## src/rtl/iq_fnt_buf_if.sv

```systemverilog
// Fetch-to-decode bundle for the instruction queue: push lanes in, decode window out.
// Carries thermometer-coded lane valids in both directions plus decode's pop count.
// Push is gated by the replicated fnt_ready; decode retires entries by id_pop_cnt.
interface iq_fnt_buf_if #(
  parameter int P_IW    = 1,
  parameter int P_FW    = 1,
  parameter int INSN_DW = 32,
  parameter int PC_W    = 32,
  parameter int EXC_W   = 4,
  parameter int BPU_W   = 8
);
  localparam int IW = 1 << P_IW;
  localparam int FW = 1 << P_FW;

  // Push side (frontend -> queue)
  logic [FW-1:0]              fnt_valid;
  logic [FW-1:0][INSN_DW-1:0] fnt_ins;
  logic [FW-1:0][PC_W-1:0]    fnt_pc;
  logic [FW-1:0][EXC_W-1:0]   fnt_exc;
  logic [FW-1:0][BPU_W-1:0]   fnt_bpu_upd;
  logic [FW-1:0]              fnt_ready;

  // Window side (queue -> decode)
  logic [IW-1:0]              id_valid;
  logic [IW-1:0][INSN_DW-1:0] id_ins;
  logic [IW-1:0][PC_W-1:0]    id_pc;
  logic [IW-1:0][EXC_W-1:0]   id_exc;
  logic [IW-1:0][BPU_W-1:0]   id_bpu_upd;
  logic [P_IW:0]              id_pop_cnt;

  // Environment side: drives pushes and pop count, observes window
  modport master (
    output fnt_valid, fnt_ins, fnt_pc, fnt_exc, fnt_bpu_upd, id_pop_cnt,
    input  fnt_ready, id_valid, id_ins, id_pc, id_exc, id_bpu_upd
  );

  // Queue side
  modport slave (
    input  fnt_valid, fnt_ins, fnt_pc, fnt_exc, fnt_bpu_upd, id_pop_cnt,
    output fnt_ready, id_valid, id_ins, id_pc, id_exc, id_bpu_upd
  );
endinterface

```

## src/rtl/iq_fnt_buf.sv

```systemverilog
// Instruction queue: circular buffer between fetch and decode, FW pushes / up to IW pops per cycle.
// Latency: a pushed entry is visible on the decode window one cycle after the write edge.
// Backpressure: fnt_ready comes from registered count only; a same-cycle pop never raises it.
module iq_fnt_buf #(
  parameter int CONFIG_P_ISSUE_WIDTH = 1,
  parameter int CONFIG_P_FETCH_WIDTH = 1,
  parameter int CONFIG_P_IQ_DEPTH    = 3,
  parameter int NCPU_INSN_DW         = 32,
  parameter int PC_W                 = 32,
  parameter int FNT_EXC_W            = 4,
  parameter int BPU_UPD_W            = 8
) (
  input logic        clk,
  input logic        rst,
  input logic        flush,
  iq_fnt_buf_if.slave io
);
  localparam int IW    = 1 << CONFIG_P_ISSUE_WIDTH;
  localparam int FW    = 1 << CONFIG_P_FETCH_WIDTH;
  localparam int DEPTH = 1 << CONFIG_P_IQ_DEPTH;
  localparam int AW    = CONFIG_P_IQ_DEPTH;
  localparam int CW    = CONFIG_P_IQ_DEPTH + 1;
  localparam int PNW   = CONFIG_P_FETCH_WIDTH + 1;
  localparam int WNW   = CONFIG_P_ISSUE_WIDTH + 1;

  localparam logic [CW-1:0] DEPTH_C = CW'(DEPTH);
  localparam logic [CW-1:0] FW_C    = CW'(FW);

  typedef struct packed {
    logic [BPU_UPD_W-1:0]    bpu;
    logic [FNT_EXC_W-1:0]    exc;
    logic [PC_W-1:0]         pc;
    logic [NCPU_INSN_DW-1:0] ins;
  } ent_t;

  ent_t            mem_q [DEPTH];
  ent_t            mem_d [DEPTH];
  ent_t            rd_ent [IW];
  logic [AW-1:0]   rptr_q, rptr_d;
  logic [AW-1:0]   wptr_q, wptr_d;
  logic [CW-1:0]   count_q, count_d;
  logic [CW-1:0]   free_cnt;
  logic            push_en;
  logic [PNW-1:0]  valid_n;
  logic [PNW-1:0]  push_n;
  logic [WNW-1:0]  win_n;

  // Admission: only registered occupancy decides readiness, keeping id_pop_cnt off this path
  always_comb begin
    free_cnt = DEPTH_C - count_q;
    push_en  = (free_cnt >= FW_C);
    valid_n  = '0;
    for (int i = 0; i < FW; i++) begin
      valid_n = valid_n + PNW'(io.fnt_valid[i]);
    end
    push_n = push_en ? valid_n : '0;
  end

  // Payload write: accepted lanes land at consecutive slots from wptr, wrapping mod DEPTH
  always_comb begin
    mem_d = mem_q;
    for (int i = 0; i < FW; i++) begin
      if (PNW'(i) < push_n) begin
        mem_d[wptr_q + AW'(i)] = '{bpu: io.fnt_bpu_upd[i],
                                   exc: io.fnt_exc[i],
                                   pc:  io.fnt_pc[i],
                                   ins: io.fnt_ins[i]};
      end
    end
  end

  // Payload storage is deliberately left unreset; the pointers define what is live
  always_ff @(posedge clk) begin
    mem_q <= mem_d;
  end

  // Pointer and occupancy update; flush overrides any same-cycle push and pop
  always_comb begin
    rptr_d  = rptr_q + AW'(io.id_pop_cnt);
    wptr_d  = wptr_q + AW'(push_n);
    count_d = count_q + CW'(push_n) - CW'(io.id_pop_cnt);
    if (flush) begin
      rptr_d  = '0;
      wptr_d  = '0;
      count_d = '0;
    end
  end

  // Control state register with synchronous active-low reset
  always_ff @(posedge clk) begin
    if (!rst) begin
      rptr_q  <= '0;
      wptr_q  <= '0;
      count_q <= '0;
    end else begin
      rptr_q  <= rptr_d;
      wptr_q  <= wptr_d;
      count_q <= count_d;
    end
  end

  // Decode window: thermometer valid from occupancy, lane i reads slot rptr+i
  always_comb begin
    io.fnt_ready = {FW{push_en}};
    win_n        = '0;
    for (int i = 0; i < IW; i++) begin
      rd_ent[i]        = mem_q[rptr_q + AW'(i)];
      io.id_valid[i]   = (count_q > CW'(i));
      io.id_ins[i]     = rd_ent[i].ins;
      io.id_pc[i]      = rd_ent[i].pc;
      io.id_exc[i]     = rd_ent[i].exc;
      io.id_bpu_upd[i] = rd_ent[i].bpu;
      win_n            = win_n + WNW'(io.id_valid[i]);
    end
  end

  // Push lane valids must be contiguous from lane 0
  a_fnt_valid_thermo: assert property (@(posedge clk) disable iff (!rst)
    ((io.fnt_valid & (io.fnt_valid + 1'b1)) == '0))
    else $error("iq_fnt_buf: non-thermometer fnt_valid %b", io.fnt_valid);

  // Decode may only retire entries that are actually presented
  a_pop_in_window: assert property (@(posedge clk) disable iff (!rst)
    (io.id_pop_cnt <= win_n))
    else $error("iq_fnt_buf: id_pop_cnt %0d exceeds window %0d", io.id_pop_cnt, win_n);
endmodule

```

## src/flat_wrapper.sv

```systemverilog
// flat-port wrapper written by rule: the top's interface ports become plain ports
module iq_fnt_buf_flat 
#(
  parameter int CONFIG_P_ISSUE_WIDTH = 1,
  parameter int CONFIG_P_FETCH_WIDTH = 1,
  parameter int CONFIG_P_IQ_DEPTH    = 3,
  parameter int NCPU_INSN_DW         = 32,
  parameter int PC_W                 = 32,
  parameter int FNT_EXC_W            = 4,
  parameter int BPU_UPD_W            = 8
)
  (clk, rst, flush, io_fnt_valid, io_fnt_ins, io_fnt_pc, io_fnt_exc, io_fnt_bpu_upd, io_id_pop_cnt, io_fnt_ready, io_id_valid, io_id_ins, io_id_pc, io_id_exc, io_id_bpu_upd);
  iq_fnt_buf_if #(.PC_W(PC_W)) io_i ();
  input logic clk;
  input logic rst;
  input logic flush;
  input wire logic [$bits(io_i.fnt_valid)-1:0] io_fnt_valid;
  input wire logic [$bits(io_i.fnt_ins)-1:0] io_fnt_ins;
  input wire logic [$bits(io_i.fnt_pc)-1:0] io_fnt_pc;
  input wire logic [$bits(io_i.fnt_exc)-1:0] io_fnt_exc;
  input wire logic [$bits(io_i.fnt_bpu_upd)-1:0] io_fnt_bpu_upd;
  input wire logic [$bits(io_i.id_pop_cnt)-1:0] io_id_pop_cnt;
  output wire logic [$bits(io_i.fnt_ready)-1:0] io_fnt_ready;
  output wire logic [$bits(io_i.id_valid)-1:0] io_id_valid;
  output wire logic [$bits(io_i.id_ins)-1:0] io_id_ins;
  output wire logic [$bits(io_i.id_pc)-1:0] io_id_pc;
  output wire logic [$bits(io_i.id_exc)-1:0] io_id_exc;
  output wire logic [$bits(io_i.id_bpu_upd)-1:0] io_id_bpu_upd;
  assign io_i.fnt_valid = io_fnt_valid;
  assign io_i.fnt_ins = io_fnt_ins;
  assign io_i.fnt_pc = io_fnt_pc;
  assign io_i.fnt_exc = io_fnt_exc;
  assign io_i.fnt_bpu_upd = io_fnt_bpu_upd;
  assign io_i.id_pop_cnt = io_id_pop_cnt;
  assign io_fnt_ready = io_i.fnt_ready;
  assign io_id_valid = io_i.id_valid;
  assign io_id_ins = io_i.id_ins;
  assign io_id_pc = io_i.id_pc;
  assign io_id_exc = io_i.id_exc;
  assign io_id_bpu_upd = io_i.id_bpu_upd;
  iq_fnt_buf #(.CONFIG_P_ISSUE_WIDTH(CONFIG_P_ISSUE_WIDTH), .CONFIG_P_FETCH_WIDTH(CONFIG_P_FETCH_WIDTH), .CONFIG_P_IQ_DEPTH(CONFIG_P_IQ_DEPTH), .NCPU_INSN_DW(NCPU_INSN_DW), .PC_W(PC_W), .FNT_EXC_W(FNT_EXC_W), .BPU_UPD_W(BPU_UPD_W)) u_core (.clk(clk), .rst(rst), .flush(flush), .io(io_i));
endmodule
```

## config.mk

```make
export PLATFORM = sky130hd
export DESIGN_NAME = iq_fnt_buf_flat
export DESIGN_NICKNAME = d
export VERILOG_FILES = /design/src/rtl/iq_fnt_buf_if.sv /design/src/rtl/iq_fnt_buf.sv /design/src/flat_wrapper.sv
export SDC_FILE = /design/constraint.sdc
export NUM_CORES = 2
export LEC_CHECK = 0
export BUFFER_PORTS_ARGS = -buffer_cell sky130_fd_sc_hd__clkbuf_2
export CELL_PAD_IN_SITES_DETAIL_PLACEMENT = 0
export CELL_PAD_IN_SITES_GLOBAL_PLACEMENT = 1
export CORE_MARGIN = 2
export CORE_UTILIZATION = 48
export CTS_BUF_LIST = sky130_fd_sc_hd__clkbuf_8
export CTS_CLUSTER_DIAMETER = 150
export DETAILED_ROUTE_END_ITERATION = 12
export GPL_ROUTABILITY_DRIVEN = 0
export GPL_TIMING_DRIVEN = 0
export PLACE_DENSITY = 0.86
export RECOVER_POWER = 25
export SYNTH_ARGS = -nofsm -noshare
export SYNTH_HDL_FRONTEND = slang
export SYNTH_SLANG_ARGS = --single-unit
```

## constraint.sdc

```tcl
create_clock -name clk -period 4.87 [get_ports clk]
set_clock_uncertainty 0.1 [all_clocks]
set_input_delay 1.461 -clock clk [delete_from_list [all_inputs] [get_ports clk]]
set_output_delay 1.461 -clock clk [all_outputs]
set_load 0.03 [all_outputs]
```

# Word level (Yosys, flattened, before mapping)
# Index checks and enable logic that the tools add are counted.
[word_totals]
regBits = 618
in_bits = 159
out_inout_bits = 156
elab_cells = 77
[classes]
n_addsub = 8
n_lt_le_gt_ge = 11
muxes = 15
bitwise = 5
reduce_logical = 3
[ops]
columns = ["op", "n"]
rows = [
  ["bitwise mux 608 bit", 2],
  ["2-to-1 mux 608 bit", 2],
  ["binary-select mux 76 bit (select 3 bit)", 2],
  ["demux 76 bit (select 3 bit)", 2],
  ["2-to-1 mux 76 bit", 6],
  ["greater-or-equal comparator 4 bit (second input constant)", 4],
  ["NOT 3 -> 4 bit", 4],
  ["greater-than comparator 4 x 1 -> 1 bit (second input constant)", 2],
  ["less-than comparator 4 x 1 -> 1 bit (second input constant)", 2],
  ["adder 3 x 1 -> 3 bit (second input constant)", 2],
  ["adder 3 x 2 -> 3 bit", 2],
  ["adder 4 x 2 -> 4 bit", 1],
  ["greater-or-equal comparator 4 x 2 -> 1 bit (second input constant)", 1],
  ["less-than comparator 1 x 2 -> 1 bit (first input constant)", 2],
  ["subtractor 4 x 2 -> 4 bit", 1],
  ["subtractor 4 bit (first input constant)", 1],
  ["adder 1 x 1 -> 2 bit", 1],
  ["logical AND 1 bit", 2],
  ["2-to-1 mux 2 bit", 1],
  ["OR reduction 2 bit", 1],
  ["NOT 1 bit", 1],
]

# Logic depth before layout (Yosys ltp)
[depth]
depth_word = 9
mapped_depth = 14
ltp_nobuf = 13

# Worst setup path before layout
# OpenSTA, ideal clock, no wires.
[synth_timing]
path_type = "reg2out"
startpoint = "register u_core.rptr_q[0]"
endpoint = "output port io_id_exc[4]"
arrival_time_ps = 2448
t_required_ps = 3309
path_slack_ps = 861
path_stages_with_launch = 7
path_buffers = 3
path_cell_list = "dfxtp_1 > ha_1 > clkbuf_1 > buf_2 > buf_1 > mux4_2 > mux2_2"
[synth_between]
elab_chain_len = 5
[synth_rtl]
columns = ["element", "line_no", "rtl"]
rows = [
  ["start: declaration", "iq_fnt_buf.sv:39", "logic [AW-1:0] rptr_q, rptr_d;"],
  ["start signal: assignment", "iq_fnt_buf.sv:96", "rptr_q <= rptr_d;"],
  ["adder 3 x 1 -> 3 bit", "iq_fnt_buf.sv:107", "rd_ent[i] = mem_q[rptr_q + AW'(i)];"],
  ["NOT 3 -> 4 bit (not written as such)", "iq_fnt_buf.sv:107", ""],
  ["binary-select mux 76 bit (select 3 bit)", "iq_fnt_buf.sv:107", ""],
  ["2-to-1 mux 76 bit (not written as such) (2 in a row)", "iq_fnt_buf.sv:107", ""],
  ["end: declaration", "flat_wrapper.sv:27", "output wire logic [$bits(io_i.id_exc)-1:0] io_id_exc;"],
]
# Every way passes these cells. The select of a mux whose other input is x is not followed.

==> impl_metrics.toml <==
[critical_path]
cp.required_ns = 5.44
critPathKind = "register to register"
arrival_ns = 5.63
worst_setup_path_end_kind = "register"
worstReg2RegStart = "u_core.wptr_q[1]"
worst_setup_path_start_kind = "register"
crit_fanout = 10
cp-startpoint = "u_core.wptr_q[1]"

[global_route]
grt_max_degree = 15
first_global_vias = 41355
antenna_found_initial = 17
gr-usage-met1_pct = 54.1
gr-total-overflow = 0
grt_busiest_layer = "met2"
grt_pass1_wl_um = 281000
grt_util_met3_pct = 15.9
met2_usage_pct = 63.6
track_usage_pct = 44.1

[layout]
drive_gt1_share_pct = 20.1
layout.nets = 5000
syn2layout_area_growth_pct = 12.8
finish.instance_area_um2 = 44800
utilization_pct = 54.6

[clock_network]
clockRootBuffer = "clkbuf_8"
clkLatencyLatePin_ns = 0.76
ctsHoldBuffers = 0
cts_buffers = 112
cts_max_path_buffers = 3
clock-sinks = 618
path_clk_slew_ns = 0.06
htreeDepth = 3
cts_tree = "built"

[synthesis]
synth_cells = 4471
ys_types = 36
ys_seq_elements = 618
avgSynthCellArea_um2 = 8.87
syn_nets = 4648
async_flop_share_pct = 0
synth_ff_type = "dfxtp_1"
yosysWarnings = 0
synth_edf_count = 0
synth_area_um2 = 39700
ys_seq_area_share_pct = 31.2

[floorplanning]
ios = 315
core-area_um2 = 82000
die_width_um = 291
die_area_um2 = 85000
rows = 105
start_util_pct = 48.4
fp.dieH_um = 291

[sta]
rsz0062_at_grt = "true"
hold_violations = 0
fmax_mhz = 198
post-route-period-util_pct = 104
finalSetupViolations = 122
min_period_ns = 5.06
setup_slack_ns = -0.188
tightestPinTransition_ns = 1.76
maxSlewViolCount = 46
slew_headroom_pct = -17.7

[placed_design]
io_buffers = 238
dpl-instance-area_um2 = 42200
hpwl_um = 142000

[job]
drv_cap = 4

[route]
firstDrtPassIters = 8
drt_iter0_drc = 6761
vias = 44933
drcViolationCount = 0
viasPerCell = 7.48
ant_nets = 0
post_drt_wl_per_cell_um = 32.4
routed_wl_um = 195000

[pwr]
leakage_uw = 0.0142
powerDensity_nw_per_um2 = 686
peakVddDrop_mv = 0.614

[hold_path]
hold_path.class = "register to register"
min-delay-start = "u_core.mem_q[80]"

[run_status]
failed_checks = "max-capacitance violations, max-slew violations, negative setup slack"
status = "finished with violations"
[flip-flops by register name, summed over array words and instances, names as in the netlist]
signal,count
u_core.mem_q,608
u_core.count_q,4
u_core.rptr_q,3
u_core.wptr_q,3
[through the flow]
stage	total power (uW)	hold WS, ns	instances	setup slack (ns)	setup TNS (ns)
2_1_floorplan	18400	0.369	4471	0.861	0
3_3_place_gp	24300	0.389	5779	-0.921	-242.11
3_5_place_dp	24600	0.402	5779	-0.803	-93.29
4_1_cts	29600	0.412	5975	0.00184	0
5_1_grt	31400	0.423	5991	-0.0262	-0.305
6_report	30700	0.415	6008	-0.188	-11.09
[synthesized netlist by cell type, types with 2 or more instances]
library cell | number | area [um2]
nand2b_1 | 80 | 500
buf_6 | 5 | 56.3
buf_2 | 60 | 300
or4_1 | 608 | 4560
buf_1 | 93 | 349
ha_1 | 15 | 188
or3_1 | 4 | 25.0
fa_1 | 3 | 60.1
nor3_1 | 608 | 3040
inv_1 | 12 | 45.0
nor2_1 | 7 | 26.3
dfxtp_1 | 618 | 12400
nor2b_1 | 2 | 12.5
or2_2 | 10 | 62.6
nand2_1 | 81 | 304
mux4_2 | 304 | 6850
o21ai_0 | 608 | 3040
a31oi_1 | 608 | 3800
nand3_1 | 3 | 15.0
and2_1 | 6 | 37.5
xnor2_1 | 6 | 52.6
clkbuf_1 | 560 | 2100
xor2_1 | 3 | 26.3
mux2_2 | 152 | 1710
or3b_2 | 2 | 17.5
buf_4 | 2 | 15.0
o41ai_1 | 2 | 17.5
[power breakdown]
group	internal, uW	switching [uW]	total [uW]	leakage (uW)
clock	2600	2490	5090	0.00128
combinational	5290	11300	16600	0.00775
sequential	7220	1830	9050	0.00514
total	15100	15600	30700	0.0142
[cell usage in the layout (no fill, tap or decap), drive strengths merged]
| master | count |
|---|---|
| a211o | 1 |
| a21o | 1 |
| a21oi | 1 |
| a22oi | 1 |
| a31oi | 608 |
| and2 | 6 |
| buf | 155 |
| bufinv | 1 |
| clkbuf | 941 |
| clkdlybuf4s15 | 2 |
| clkinv | 6 |
| clkinvlp | 3 |
| dfxtp | 618 |
| diode | 34 |
| fa | 3 |
| ha | 15 |
| inv | 57 |
| mux2 | 152 |
| mux4 | 304 |
| nand2 | 81 |
| nand2b | 80 |
| nand3 | 3 |
| nand4 | 1 |
| nor2 | 7 |
| nor2b | 2 |
| nor3 | 608 |
| nor4 | 2 |
| o21a | 1 |
| o21ai | 608 |
| o21bai | 1 |
| o41ai | 2 |
| or2 | 10 |
| or3 | 4 |
| or3b | 2 |
| or4 | 608 |
| xnor2 | 6 |
| xor2 | 3 |
[logic make-up (layout without fill, tap and decap cells)]
family | Yosys count | count (layout) | synth area share (%)
multiplexers | 456 | 456 | 21.6
AO/OA/AOI/OAI | 1224 | 1224 | 17.4
other | 0 | 34 | 0
XOR/XNOR | 9 | 9 | 0.199
AND/OR/NAND/NOR | 1414 | 1414 | 21.8
buffers and inverters | 732 | 1165 | 7.23
flip-flops | 618 | 618 | 31.2
adder cells (fa/ha/maj) | 18 | 18 | 0.624
[layout make-up]
cell class              count  area (um2)
clock buffers             140        1930
repair buffers            242        1220
inverters                  12        45.0
flip-flops and latches    618       12400
clock inverters            55         251
multi-input cells        3121       24500
fillers                  7777       37200
plain buffers             716        3060
well taps                1070        1340
diodes                     34        85.1
[routing by layer]
layer | wire length [um] | up-vias
li1 | - | 18533
met1 | 67500 | 21495
met2 | 82100 | 4029
met3 | 28800 | 862
met4 | 16200 | 14
met5 | 199 | -
[path summary, 6_finish.rpt]
path | end | slack [ns] | depth (start not counted)
min | u_core.mem_q[80] | 0.41 | 2
max | u_core.mem_q[115] | -0.19 | 8
max reg2reg | u_core.mem_q[115] | -0.19 | 8
min reg2reg | u_core.mem_q[80] | 0.41 | 2
[worst max-delay path, stage by stage, from the launching register on]
cell and delay, ns:
dfxtp_1 0.63, ha_1 0.54, xor2_1 0.24, nand3_1 1.28, or2_2 0.82, clkbuf_1 0.35, buf_2 0.46, buf_2 0.31
a31oi_1 0.20
[repair_timing]
action,4_1_cts,5_1_grt
setup endpoints to repair,154,72
setup buffers,3,1
pin swaps,1,1
gates resized for setup,143,18
hold endpoints to repair,0,0
(Power assumes the default switching activity.)
